===== config.mk =====
export PLATFORM = sky130hd
export DESIGN_NAME = display_scan_mux
export DESIGN_NICKNAME = d
export VERILOG_FILES = /design/src/rtl/display_scan_mux.sv
export SDC_FILE = /design/constraint.sdc
export NUM_CORES = 1
export LEC_CHECK = 0
export CORE_AREA = 2 2 77 79
export DETAILED_ROUTE_END_ITERATION = 7
export DIE_AREA = 0 0 79 81
export HOLD_SLACK_MARGIN = 0.02
export PLACE_DENSITY = 0.73
export SETUP_SLACK_MARGIN = 0.1
export SYNTH_ARGS = -nofsm -noshare
export SYNTH_HDL_FRONTEND = slang
export SYNTH_SLANG_ARGS = --single-unit

===== constraint.sdc =====
create_clock -name clk -period 2.6 [get_ports clk]
set_clock_uncertainty 0.1 [all_clocks]
set_input_delay 0.65 -clock clk [delete_from_list [all_inputs] [get_ports clk]]
set_output_delay 0.65 -clock clk [all_outputs]
set_load 0.05 [all_outputs]

===== src/rtl/display_scan_mux.sv =====
// display_scan_mux: time-multiplexed seven-segment scan driver with frame-coherent shadow registers
//   params: NUM_DIGITS (2..8), PRESCALE (clk cycles per slot, >=2), BLANK_CYCLES (< PRESCALE)
//   ports : clk, rst (sync active-high), seg_data[8*NUM_DIGITS] {P,G..A} per digit, digit_en,
//           scan_en, seg_n (active-low), dig_n (active-low), frame_start pulse, cur_digit
//   macro : DISPLAY_SCAN_BLANK_EN blanks prescaler values 0..BLANK_CYCLES-1 of each slot
module display_scan_mux #(
  parameter int NUM_DIGITS = 4,
  parameter int PRESCALE = 1000,
  parameter int BLANK_CYCLES = 2
) (
  input  logic                          clk,
  input  logic                          rst,
  input  logic [8*NUM_DIGITS-1:0]       seg_data,
  input  logic [NUM_DIGITS-1:0]         digit_en,
  input  logic                          scan_en,
  output logic [7:0]                    seg_n,
  output logic [NUM_DIGITS-1:0]         dig_n,
  output logic                          frame_start,
  output logic [$clog2(NUM_DIGITS)-1:0] cur_digit
);
  localparam int IW = $clog2(NUM_DIGITS);
  localparam int PW = $clog2(PRESCALE);
  localparam logic [PW-1:0] P_LAST = PW'(PRESCALE - 1);
  localparam logic [PW-1:0] B_END = PW'(BLANK_CYCLES);
  localparam logic [IW-1:0] I_LAST = IW'(NUM_DIGITS - 1);
`ifdef DISPLAY_SCAN_BLANK_EN
  localparam bit BLANK_EN = 1'b1;
`else
  localparam bit BLANK_EN = 1'b0;
`endif
  logic [PW-1:0] cnt, cnt_nx;
  logic [IW-1:0] idx_nx;
  logic [8*NUM_DIGITS-1:0] sh_seg, sh_seg_nx;
  logic [NUM_DIGITS-1:0] sh_en, sh_en_nx, dig_nx;
  logic [7:0] seg_nx;
  logic wrap, load, blank, lit;
  // Outputs are registered from next-state values so they line up with the
  // state of the same cycle without a pipeline delay.
  always_comb begin
    wrap = scan_en && cnt == P_LAST;
    load = wrap && cur_digit == I_LAST;
    cnt_nx = !scan_en ? cnt : wrap ? '0 : cnt + PW'(1);
    idx_nx = !wrap ? cur_digit : load ? '0 : cur_digit + IW'(1);
    sh_seg_nx = load ? seg_data : sh_seg;
    sh_en_nx = load ? digit_en : sh_en;
    blank = BLANK_EN && cnt_nx < B_END;
    lit = scan_en && sh_en_nx[idx_nx] && !blank;
    dig_nx = lit ? ~(NUM_DIGITS'(1) << idx_nx) : '1;
    seg_nx = lit ? ~sh_seg_nx[{idx_nx, 3'b000} +: 8] : 8'hFF;
  end
  always_ff @(posedge clk) begin
    if (rst) begin
      cnt <= '0;
      cur_digit <= '0;
      sh_seg <= '0;
      sh_en <= '0;
      seg_n <= 8'hFF;
      dig_n <= '1;
      frame_start <= 1'b0;
    end else begin
      cnt <= cnt_nx;
      cur_digit <= idx_nx;
      sh_seg <= sh_seg_nx;
      sh_en <= sh_en_nx;
      seg_n <= seg_nx;
      dig_n <= dig_nx;
      frame_start <= load;
    end
  end
endmodule

-- After elaboration in Yosys (flattened, before gate mapping)
Cells that the tools add are included.
- bits of input ports: 39
- logic and storage cells: 28
- flip-flop bits (word level): 61
- bitwise gates (word level): 3
- reduce and logical (&&, ||, !) cells: 4
- $lt $le $gt $ge: 1
- equal/unequal tests: 2
- $add $sub $neg: 2
- mux-type cells: 7
- shift operators: 2
- operator list (cell ; number):
    2-to-1 mux 32 bit ; 1
    indexed part select 32 x 6 -> 8 bit ; 1
    adder 10 x 1 -> 10 bit (second input constant) ; 1
    == test 10 bit (second input constant) ; 1
    2-to-1 mux 10 bit ; 1
    NOT 8 bit ; 1
    2-to-1 mux 2 bit ; 2
    2-to-1 mux 4 bit ; 1
    NOT 4 bit ; 1
    << shifter 1 x 2 -> 4 bit (first input constant) ; 1
    logical AND 1 bit ; 3
    less-than comparator 2 x 3 -> 1 bit (second input constant) ; 1
    adder 2 x 1 -> 2 bit (second input constant) ; 1
    binary-select mux 1 bit (select 2 bit) ; 1
    == test 2 bit (second input constant) ; 1
    OR reduction 2 bit ; 1
    2-to-1 mux 1 bit ; 1
    NOT 1 bit ; 1

-- Logic depth before layout (Yosys ltp)
Gate-level depths: netlist (run 1).
- depth after elaboration: 10
- gate-level depth with buffers: 9
- gate-level depth less buffers: 7

-- Worst setup path after synthesis (run 1)
No wires, ideal clock.
- kind: register to register
- start point: reg cur_digit[1]
- end point: reg dig_n[2]
- cell stages (with the launch flop): 9
- data required time: 2358 ps
- arrival time: 2340 ps
- setup slack: 17 ps
- buffers on the path: 2
- period minus slack after synthesis: 2583 ps
- cell sequence: dfxtp_1 -> ha_1 -> and4_1 -> buf_2 -> mux2i_1 -> a221o_1 -> a211oi_2 -> buf_6 -> nand2_1
- word-level cells in the longest chain between the ends: 9
- ends and longest elaborated chain (element ; line ; text):
    start, declared ; 19 ; output logic [$clog2(NUM_DIGITS)-1:0] cur_digit
    start signal, assigned ; 62 ; cur_digit <= idx_nx;
    parallel branches: the longest is 9 deep, another holds adder 2 x 1 -> 2 bit ; n/a ;
    end signal, assigned ; 66 ; dig_n <= dig_nx;
    end, declared ; 17 ; output logic [NUM_DIGITS-1:0] dig_n,
Several ways; the timed one is not identified. The select of a mux whose other input is x is not followed.
A chain may end at the register's enable or synchronous reset.

-- Final worst setup path (run 1)
- start point: reg cnt[0]
- end point: reg dig_n[2]
- word-level cells in the longest chain between the ends: 10
- ends and longest elaborated chain (element ; line ; text):
    start, declared ; 31 ; logic [PW-1:0] cnt, cnt_nx;
    start signal, assigned ; 61 ; cnt <= cnt_nx;
    == test 10 bit * ; 40 ; wrap = scan_en && cnt == P_LAST;
    logical AND 1 bit * ; 40 ;
    logical AND 1 bit ; 41 ; load = wrap && cur_digit == I_LAST;
    2-to-1 mux 2 bit (2 in series) ; 43 ; idx_nx = !wrap ? cur_digit : load ? '0 : cur_digit + IW'(1);
    binary-select mux 1 bit (select 2 bit) ; 47 ; lit = scan_en && sh_en_nx[idx_nx] && !blank;
    2-to-1 mux 1 bit (not written as such) ; 47 ;
    logical AND 1 bit ; 47 ;
    NOT 1 bit (no line) ; n/a ;
    OR reduction 2 bit (no line) ; n/a ;
Mark *: on every way between the ends. The rest lies on a longest branch, timed or not. The select of a mux whose other input is x is not followed.

==> impl_results.md, run 1 <==
* Die W at 79 um
* Crit. End Element: flop
* Slew @ Worst Pin at 0.5138 ns
* RSZ-0062 raised after global routing: false
* Post-Syn Area per Cell at 10.21 um2
* Gr usage total at 17.23%
* Leak at 1.213 nW
* Initial Util at 42.28%
* Number of global-route vias before repair at 1776
* Residual DRC count at 0
* Setup total negative slack at 0 ns
* Register area share after synthesis at 50.89%
* CTS Hold Buffers Added at 0
* Die Area at 6399 um2
* Core Footprint at 5675 um2
* Post-synthesis register bit count at 61
* Ant diodes at 0
* Worst-path maximum fanout at 6
* Row cnt at 28
* Peak VDD IR at 0.0003530 V
* FILL cells at 513
* Area Growth Syn to Fin at 41.81%
* Gr ovfl total at 0
* Setup violators final at 0
* Largest net degree at the start of global routing at 50
* # IOs at 54
* Arrival time at the worst endpoint at 2.52 ns
* TritonCTS buffer count at 9
* Hold_ws at 0.3912 ns
* Latest clock arrival within the worst-skew pair at 0.33 ns
* Clock root buffer master: clkbuf_8
* Final hold viol count at 0
* Run status: finished, final reports clean
* First-pass GRT wire length at 8355 um
* Initial DRT Pass Iterations at 5
* Clock-pin slew on the worst setup and hold paths at 0.07 ns
* Worst hold path class: reg2reg
* Fin. max-slew vios at 0
* YS warnings at 0
* Synthesized cell area at 2400 um2
* Sink Count at 61
* DR iter-0 viols at 120
* Syn nets at 276
* Post-Route WL at 5298 um
* FMAX at 417.9 MHz
* Distinct cells, synth at 27
* Detail Route Antenna Nets at 0
* Critical path class: reg2reg
* Cells after Synth at 235
* Cell Pwr Density at 611.4 nW/um2
* Largest buffer count on any clock path at 2
* Via count at 1890
* Die Y-Extent at 81 um
* Routed len/inst at 13.76 um
* CTS tree: done
* Fraction of layout instances using a drive strength above 1 at 17.10%
* I/O Buffers at 53
* Initial antenna violation count at 0
* Worst Setup Start Kind: flop
* Worst EP required at 2.72 ns
* Post-layout nets at 346
* Final period util at 92.02%
* Dpl hpwl at 3530 um
* Crit path time final at 2.393 ns
* H-tree lvl count at 3
* Slew margin rel. at 65.69%
* RD Place Congestion at 0.7796
* Max-cap violations at 0
* Drt via density at 4.909
[layout by cell type, fill, tap and decap left out, drive strengths merged, types with 2 or more instances in the layout]
cell type / count
a222oi: 8
and2: 2
and4: 2
buf: 20
bufinv: 3
clkbuf: 11
clkdlybuf4s50: 50
dfxtp: 61
dlymetal6s2s: 2
ha: 2
mux2i: 41
nand2: 18
nand2b: 3
nand3: 13
nor2: 44
nor2b: 2
nor3: 8
o21ai: 2
xnor2: 2
xor2: 6
[stage by stage]
step | utilization, % | area [um2] | setup slack, ns | power [mW] | std cells
after global routing | 59.96 | 3403 | 0.1117 | 2.148 | 385
after global placement | 54.63 | 3100 | -0.2150 | 1.046 | 368
after floorplan | - | 2401 | 0.1211 | 0.9787 | 235
after CTS | 59.24 | 3362 | 0.1157 | 2.098 | 384
after detailed placement | 54.63 | 3100 | -0.2501 | 1.046 | 368
final | 59.96 | 3403 | 0.2074 | 2.081 | 385
[repair_timing]
item | CTS | global route
gates resized for setup | 1 | 13
setup endpoints to repair | 2 | 13
pin swaps | 0 | 1
buffers inserted | 0 | 0
gates cloned | 0 | 1
[routing by layer]
metal	track usage (%)	wire length, um
met2	24.92	2386
met4	11.38	152
met1	22.59	2492
met5	0	0
met3	4.667	267
[layout make-up]
class                      count  area (um2)  area share (%)
multi-input combinational    161        1132           33.27
sequential                    61        1226           36.03
timing repair buffer          72       693.2           20.37
clock inverter                 5       106.4           3.125
clock buffer                  11       151.4           4.449
tap                           75       93.84           2.757
[synthesized netlist by cell type]
master	count	area, um2
a211oi_2	1	12.51
a21oi_1	1	5.000
a221o_1	1	10.01
a222oi_1	8	80.08
and2_1	2	12.51
and3_1	1	6.260
and4_1	2	17.52
and4bb_1	1	12.51
buf_2	4	20.02
buf_6	2	22.52
clkbuf_1	7	26.28
dfxtp_1	61	1221
ha_1	2	25.02
mux2_4	1	15.01
mux2i_1	41	410.4
nand2_1	18	67.56
nand2b_1	3	18.77
nand3_1	7	35.03
nand3_2	6	60.06
nand3b_1	1	7.510
nor2_1	44	165.2
nor2b_1	2	12.51
nor3_1	8	40.04
o21ai_0	2	10.01
o32ai_2	1	16.27
xnor2_1	2	17.52
xor2_1	6	52.55
[logic make-up (layout without fill, tap and decap cells)]
logic type | after synthesis | count (layout) | synth area share [%]
AO/OA/AOI/OAI | 14 | 14 | 5.579
XOR/XNOR | 8 | 8 | 2.920
adder cells (fa/ha/maj) | 2 | 2 | 1.043
buffers and inverters | 13 | 88 | 2.868
flip-flops | 61 | 61 | 50.89
multiplexers | 42 | 42 | 17.73
AND/OR/NAND/NOR | 95 | 95 | 18.98
[critical path: stages, from the launching register on]
cell	delay, ns
dfxtp_2	0.38
ha_4	0.16
and4bb_1	0.21
and3_4	0.20
mux2_4	0.30
a221o_1	0.35
a211oi_2	0.30
buf_4	0.22
nand2_1	0.06
[worst paths after layout]
check	from	endpoint	slack, ns	cells past startpoint
max	cnt[0]	dig_n[2]	0.21	8
min	sh_seg[8]	sh_seg[8]	0.39	2
max reg2reg	cnt[0]	dig_n[2]	0.21	8
min reg2reg	sh_seg[8]	sh_seg[8]	0.39	2
[where the power goes]
group	leakage, nW	internal (mW)	switching (mW)
Clock	0.126	0.691	0.363
Sequential	0.494	0.937	0.00405
Combinational	0.593	0.0582	0.0282
[flip-flops by register name, indices dropped and copies added (netlist names)]
signal       cells
cnt             10
cur_digit        2
dig_n            4
frame_start      1
seg_n            8
sh_en            4
sh_seg          32
Power figures use the tool's default switching activity.
==> inputs of run 2 (changes only) <==
--- a/config.mk
+++ b/config.mk
@@ -11,6 +11,7 @@
 export HOLD_SLACK_MARGIN = 0.02
 export PLACE_DENSITY = 0.73
 export SETUP_SLACK_MARGIN = 0.1
+export SKIP_CTS_REPAIR_TIMING = 1
 export SYNTH_ARGS = -nofsm -noshare
 export SYNTH_HDL_FRONTEND = slang
 export SYNTH_SLANG_ARGS = --single-unit
==> constraint.sdc (replaced) <==
create_clock -name clk -period 2.6 [get_ports clk]
set_clock_uncertainty 0.1 [all_clocks]
set_input_delay 0.65 -clock clk [delete_from_list [all_inputs] [get_ports clk]]
set_output_delay 0.65 -clock clk [all_outputs]
set_load 0.1 [all_outputs]
==> impl_results.md, run 2 (synthesis results as in run 1) <==
* Run status: finished, final reports clean (unchanged)
* Clock root buffer master: clkbuf_8 (unchanged)
* Hold_ws at 0.3910 ns (was 0.3912 ns)
* Most frequent cells in the layout: 57 x dfxtp_1, 44 x nor2_1, 40 x mux2i_1 (was 57 x dfxtp_1, 50 x clkdlybuf4s50_1, 44 x nor2_1)
* Latest clock arrival within the worst-skew pair at 0.33 ns (about the same)
* # IOs at 54 (unchanged)
* Arrival time at the worst endpoint at 2.47 ns (was 2.52 ns)
* Slew margin rel. at 67.26% (was 65.69%)
* H-tree lvl count at 3 (unchanged)
* Via count at 1911 (was 1890)
* Max-cap violations at 0 (unchanged)
* Largest Register: sh_seg (unchanged)
* CTS tree: done (unchanged)
* Fraction of layout instances using a drive strength above 1 at 22.54% (was 17.10%)
* Worst hold path class: reg2reg (unchanged)
* Initial antenna violation count at 0 (unchanged)
* Met1 wire length at 2408 um (was 2492 um)
* Worst Setup Start Kind: flop (unchanged)
* Cell Pwr Density at 585.5 nW/um2 (was 611.4 nW/um2)
* Crit. End Element: flop (unchanged)
* Leak at 1.227 nW (was 1.213 nW)
* TritonCTS buffer count at 9 (unchanged)
* Fin. max-slew vios at 0 (unchanged)
* Final period util at 90.52% (was 92.02%)
* Number of global-route vias before repair at 1944 (was 1776)
* Worst-path maximum fanout at 6 (unchanged)
* Crit path time final at 2.354 ns (was 2.393 ns)
* Residual DRC count at 0 (unchanged)
* Slew @ Worst Pin at 0.4911 ns (was 0.5138 ns)
* FILL cells at 477 (was 513)
* Initial DRT Pass Iterations at 4 (was 5)
* Critical path class: reg2reg (unchanged)
* Top sig layer: met4 (unchanged)
* Peak VDD IR at 0.0004532 V (was 0.0003530 V)
* Area after DPL at 3142 um2 (was 3100 um2)
* Final WS setup at 0.2464 ns (was 0.2074 ns)
* Final Instance Area at 3410 um2 (was 3403 um2)
* I/O Buffers at 53 (unchanged)
* Ant diodes at 0 (unchanged)
* Met3 wire len at 227 um (was 267 um)
* Worst EP required at 2.71 ns (was 2.72 ns)
* DR iter-0 viols at 122 (was 120)
* DP Worst Slack at -0.2411 ns (was -0.2501 ns)
* Largest buffer count on any clock path at 2 (unchanged)
* Gr ovfl total at 0 (unchanged)
* Die W at 79 um (unchanged)
* Initial Util at 42.28% (unchanged)
* Area Growth Syn to Fin at 42.08% (was 41.81%)
* Final hold viol count at 0 (unchanged)
* Clock-pin slew on the worst setup and hold paths at 0.06 ns (was 0.07 ns)
* RSZ-0062 raised after global routing: false (unchanged)
* Most common cell after layout, fill and taps aside: dfxtp_1 (unchanged)
* Setup violators final at 0 (unchanged)
* Biggest regs: sh_seg x32, cnt x10, seg_n x8 (unchanged)
* Die Y-Extent at 81 um (unchanged)
* Routed len/inst at 13.73 um (was 13.76 um)
* Drt via density at 4.900 (was 4.909)
* Die Area at 6399 um2 (unchanged)
* Post-Route WL at 5356 um (was 5298 um)
* RD Place Congestion at 0.7948 (was 0.7796)
* Row cnt at 28 (unchanged)
* DR WL met2 at 2602 um (was 2386 um)
* Detail Route Antenna Nets at 0 (unchanged)
* Core Footprint at 5675 um2 (unchanged)
* Gr usage total at 17.95% (was 17.23%)
* First-pass GRT wire length at 8797 um (was 8355 um)
* Final core occ at 60.08% (was 59.96%)
* FMAX at 424.9 MHz (was 417.9 MHz)
* Dpl hpwl at 3731 um (was 3530 um)
* Largest net degree at the start of global routing at 50 (unchanged)
* Max reg flops at 32 (unchanged)
* Post-layout nets at 351 (was 346)
* Sink Count at 61 (unchanged)
-- run 2: cell count changes in the layout (fill, tap and decap cells not counted), moves of 2 or more --
cell	change
clkbuf_1	+2
buf_12	+3
buf_6	-2
clkdlybuf4s50_1	-14
buf_4	+18
-- run 2: metal layers --
metal / vias up / global-route usage [%]
li1: 966 / -
met4: 0 / 11.21
met3: 11 / 2.889
met1: 880 / 22.06
met5: - / 0
met2: 54 / 29.58
-- run 2: worst max-delay path, cell delays in order (launching register included) --
cell,delay [ns]
dfxtp_2,0.36
ha_1,0.17
and4bb_1,0.22
and3_4,0.21
mux2_4,0.30
a221o_1,0.34
a211oi_2,0.26
buf_4,0.22
nand3_2,0.07
-- run 2: cell type report --
class,count,area (um2),area share [%]
clock buffers,13,170.2,4.991
clock inverters,3,65.06,1.908
multi-input cells,161,1124,32.95
flip-flops and latches,61,1229,36.04
well taps,75,93.84,2.752
repair buffers,77,728.2,21.36
-- run 2: worst paths after layout --
check	from	end	slack (ns)	cells past startpoint
max	cnt[0]	seg_n[2]	0.25	8
min	sh_seg[16]	sh_seg[16]	0.39	2
max reg2reg	cnt[0]	seg_n[2]	0.25	8
min reg2reg	sh_seg[16]	sh_seg[16]	0.39	2
-- run 2: metrics by stage --
| step | TNS, ns | power, mW | cells |
|---|---|---|---|
| after global placement | -2.402 | 1.045 | 373 |
| final | 0 | 1.996 | 390 |
| after floorplan | 0 | 0.9776 | 235 |
| after global routing | 0 | 2.069 | 390 |
| after detailed placement | -2.654 | 1.045 | 373 |
| after CTS | 0 | 2.014 | 389 |
-- run 2: where the power goes --
part	internal [mW]	leakage, nW	switching, mW	total, mW
sequential	0.937	0.494	0.00292	0.940
combinational	0.0576	0.615	0.0275	0.0851
clock	0.624	0.119	0.348	0.972
==> inputs of run 3 (changes only) <==
--- a/config.mk
+++ b/config.mk
@@ -5,9 +5,9 @@
 export SDC_FILE = /design/constraint.sdc
 export NUM_CORES = 1
 export LEC_CHECK = 0
-export CORE_AREA = 2 2 77 79
+export CORE_AREA = 3 3 78 80
 export DETAILED_ROUTE_END_ITERATION = 7
-export DIE_AREA = 0 0 79 81
+export DIE_AREA = 0 0 81 83
 export HOLD_SLACK_MARGIN = 0.02
 export PLACE_DENSITY = 0.73
 export SETUP_SLACK_MARGIN = 0.1
==> impl_results.md, run 3 (synthesis results as in run 1) <==
* Leak at 1.205 nW (was 1.227 nW)
* Slew margin rel. at 67.04% (was 67.26%)
* Largest Register: sh_seg (unchanged)
* Area Growth Syn to Fin at 41.29% (was 42.08%)
* Fraction of layout instances using a drive strength above 1 at 22.19% (was 22.54%)
* Hold_ws at 0.3937 ns (was 0.3910 ns)
* Detail Route Antenna Nets at 0 (unchanged)
* PnR Total Power at 1.989 mW (was 1.996 mW)
* Final Instance Area at 3391 um2 (was 3410 um2)
* Gr ovfl total at 0 (unchanged)
* Fin. max-slew vios at 0 (unchanged)
* Number of global-route vias before repair at 1835 (was 1944)
* Slew @ Worst Pin at 0.4944 ns (was 0.4911 ns)
* Via count at 1926 (was 1911)
* Die Y-Extent at 83 um (was 81 um)
* Die Area at 6723 um2 (was 6399 um2)
* Drt via density at 5.029 (was 4.900)
* FMAX at 418.4 MHz (was 424.9 MHz)
* Post-layout nets at 348 (was 351)
* Gr usage total at 16.35% (was 17.95%)
* Latest clock arrival within the worst-skew pair at 0.33 ns (about the same)
* DR iter-0 viols at 107 (was 122)
* Crit. End Element: flop (unchanged)
* Residual DRC count at 0 (unchanged)
* Largest stage delay, worst path at 0.39 ns (was 0.36 ns)
* Run status: finished, final reports clean (unchanged)
* Multi-input gate area at 1139 um2 (was 1124 um2)
* Critical path class: reg2reg (unchanged)
* Clock root buffer master: clkbuf_8 (unchanged)
* Most common cell after layout, fill and taps aside: dfxtp_1 (unchanged)
* Comb power frac at 4.3% (about the same)
* Initial DRT Pass Iterations at 5 (was 4)
* I/O Buffers at 53 (unchanged)
* Row cnt at 27 (was 28)
* Cell Pwr Density at 586.6 nW/um2 (was 585.5 nW/um2)
* Worst-path maximum fanout at 6 (unchanged)
* Sink Count at 61 (unchanged)
* Post-Route WL at 5396 um (was 5356 um)
* Peak VDD IR at 0.0002925 V (was 0.0004532 V)
* Buf+Inv Stages, Crit Path at 1 (unchanged)
* Core Footprint at 5473 um2 (was 5675 um2)
* Crit path cell chain: ha_4, and4bb_1, and3_4, mux2_4, a221o_1, a211oi_4, buf_6, nand3_1 (was ha_1, and4bb_1, and3_4, mux2_4, a221o_1, a211oi_2, buf_4, nand3_2)
* Final core occ at 61.96% (was 60.08%)
* Initial antenna violation count at 0 (unchanged)
* TritonCTS buffer count at 9 (unchanged)
* Worst EP required at 2.71 ns (about the same)
* Setup violators final at 0 (unchanged)
* Switching share of total power at 19.18% (was 18.96%)
* Worst hold path class: reg2reg (unchanged)
* CP delay by family, top: compound AO/OA/AOI/OAI gates (unchanged)
* Worst Setup Start Kind: flop (unchanged)
* H-tree lvl count at 3 (unchanged)
* Initial Util at 43.85% (was 42.28%)
* First-pass GRT wire length at 8480 um (was 8797 um)
* Largest net degree at the start of global routing at 50 (unchanged)
* Final hold viol count at 0 (unchanged)
* Arrival time at the worst endpoint at 2.50 ns (was 2.47 ns)
* Die W at 81 um (was 79 um)
* Register Area at 1229 um2 (unchanged)
* FILL cells at 469 (was 477)
* Clock network fraction of total power at 48.4% (was 48.7%)
* Crit path time final at 2.390 ns (was 2.354 ns)
* Biggest regs: sh_seg x32, cnt x10, seg_n x8 (unchanged)
* Slowest stage cell on the critical path: dfxtp_2 (unchanged)
* Int Pwr at 1.607 mW (was 1.618 mW)
* Clock-pin slew on the worst setup and hold paths at 0.07 ns (was 0.06 ns)
* CTS tree: done (unchanged)
* Most frequent cells in the layout: 57 x dfxtp_1, 44 x nor2_1, 41 x mux2i_1 (was 57 x dfxtp_1, 44 x nor2_1, 40 x mux2i_1)
* NetSw at 0.3815 mW (was 0.3785 mW)
* # IOs at 54 (unchanged)
* Routed len/inst at 14.09 um (was 13.73 um)
* Max reg flops at 32 (unchanged)
* RSZ-0062 raised after global routing: false (unchanged)
* Max-cap violations at 0 (unchanged)
* Dpl hpwl at 3749 um (was 3731 um)
* Ant diodes at 0 (unchanged)
* Seq pwr share at 47.3% (was 47.1%)
* Area after DPL at 3103 um2 (was 3142 um2)
* Final period util at 91.93% (was 90.52%)
* RD Place Congestion at 0.7810 (was 0.7948)
* Largest buffer count on any clock path at 2 (unchanged)
run 3: changes by cell type in the layout (fill, tap and decap cells not counted), moves of 2 or more:
cell      change
clkbuf_8      +2
buf_4         -4
clkbuf_1      -2
buf_6         +2
run 3: metal layers:
| metal | share of wire, % | global-route usage, % | vias up |
|---|---|---|---|
| li1 | - | - | 959 |
| met1 | 44 | 19.32 | 922 |
| met2 | 50 | 26.66 | 37 |
| met3 | 4.9 | 5.098 | 8 |
| met4 | 1.2 | 7.373 | 0 |
| met5 | 0 | 0 | - |
run 3: power groups by stage:
stage	sequential [mW]	clock (mW)	combinational, mW
4_1_cts	0.939	0.977	0.0841
2_1_floorplan	0.959	0	0.0184
5_1_grt	0.941	1.03	0.0911
3_3_place_gp	0.960	0	0.0835
3_5_place_dp	0.960	0	0.0835
6_report	0.941	0.963	0.0846
run 3: area by class of cell:
class	count	share of cell area, %
Clock inverter	3	1.993
Clock buffer	12	4.871
Timing Repair Buffer	74	20.66
Multi-Input combinational cell	161	33.58
Tap cell	72	2.657
Sequential cell	61	36.24
run 3: worst register-to-register path: stages (launching register included):
cell and delay (ns):
dfxtp_2 0.39, ha_4 0.16, and4bb_1 0.20, and3_4 0.20
mux2_4 0.30, a221o_1 0.35, a211oi_4 0.30, buf_6 0.19
nand3_1 0.07
run 3: through the flow:
step                cells  setup WS [ns]  setup TNS, ns
detailed placement    367        -0.2250         -2.536
CTS                   382         0.1248              0
global placement      367        -0.2126         -2.338
global route          383         0.1036              0
floorplan             235         0.1211              0
finish                383         0.2098              0
run 3: final timing paths:
kind               end       from  cells after the start  slack [ns]
min reg2reg  sh_seg[9]  sh_seg[9]                      2        0.39
min          sh_seg[9]  sh_seg[9]                      2        0.39
max           seg_n[0]     cnt[0]                      8        0.21
max reg2reg   seg_n[0]     cnt[0]                      8        0.21
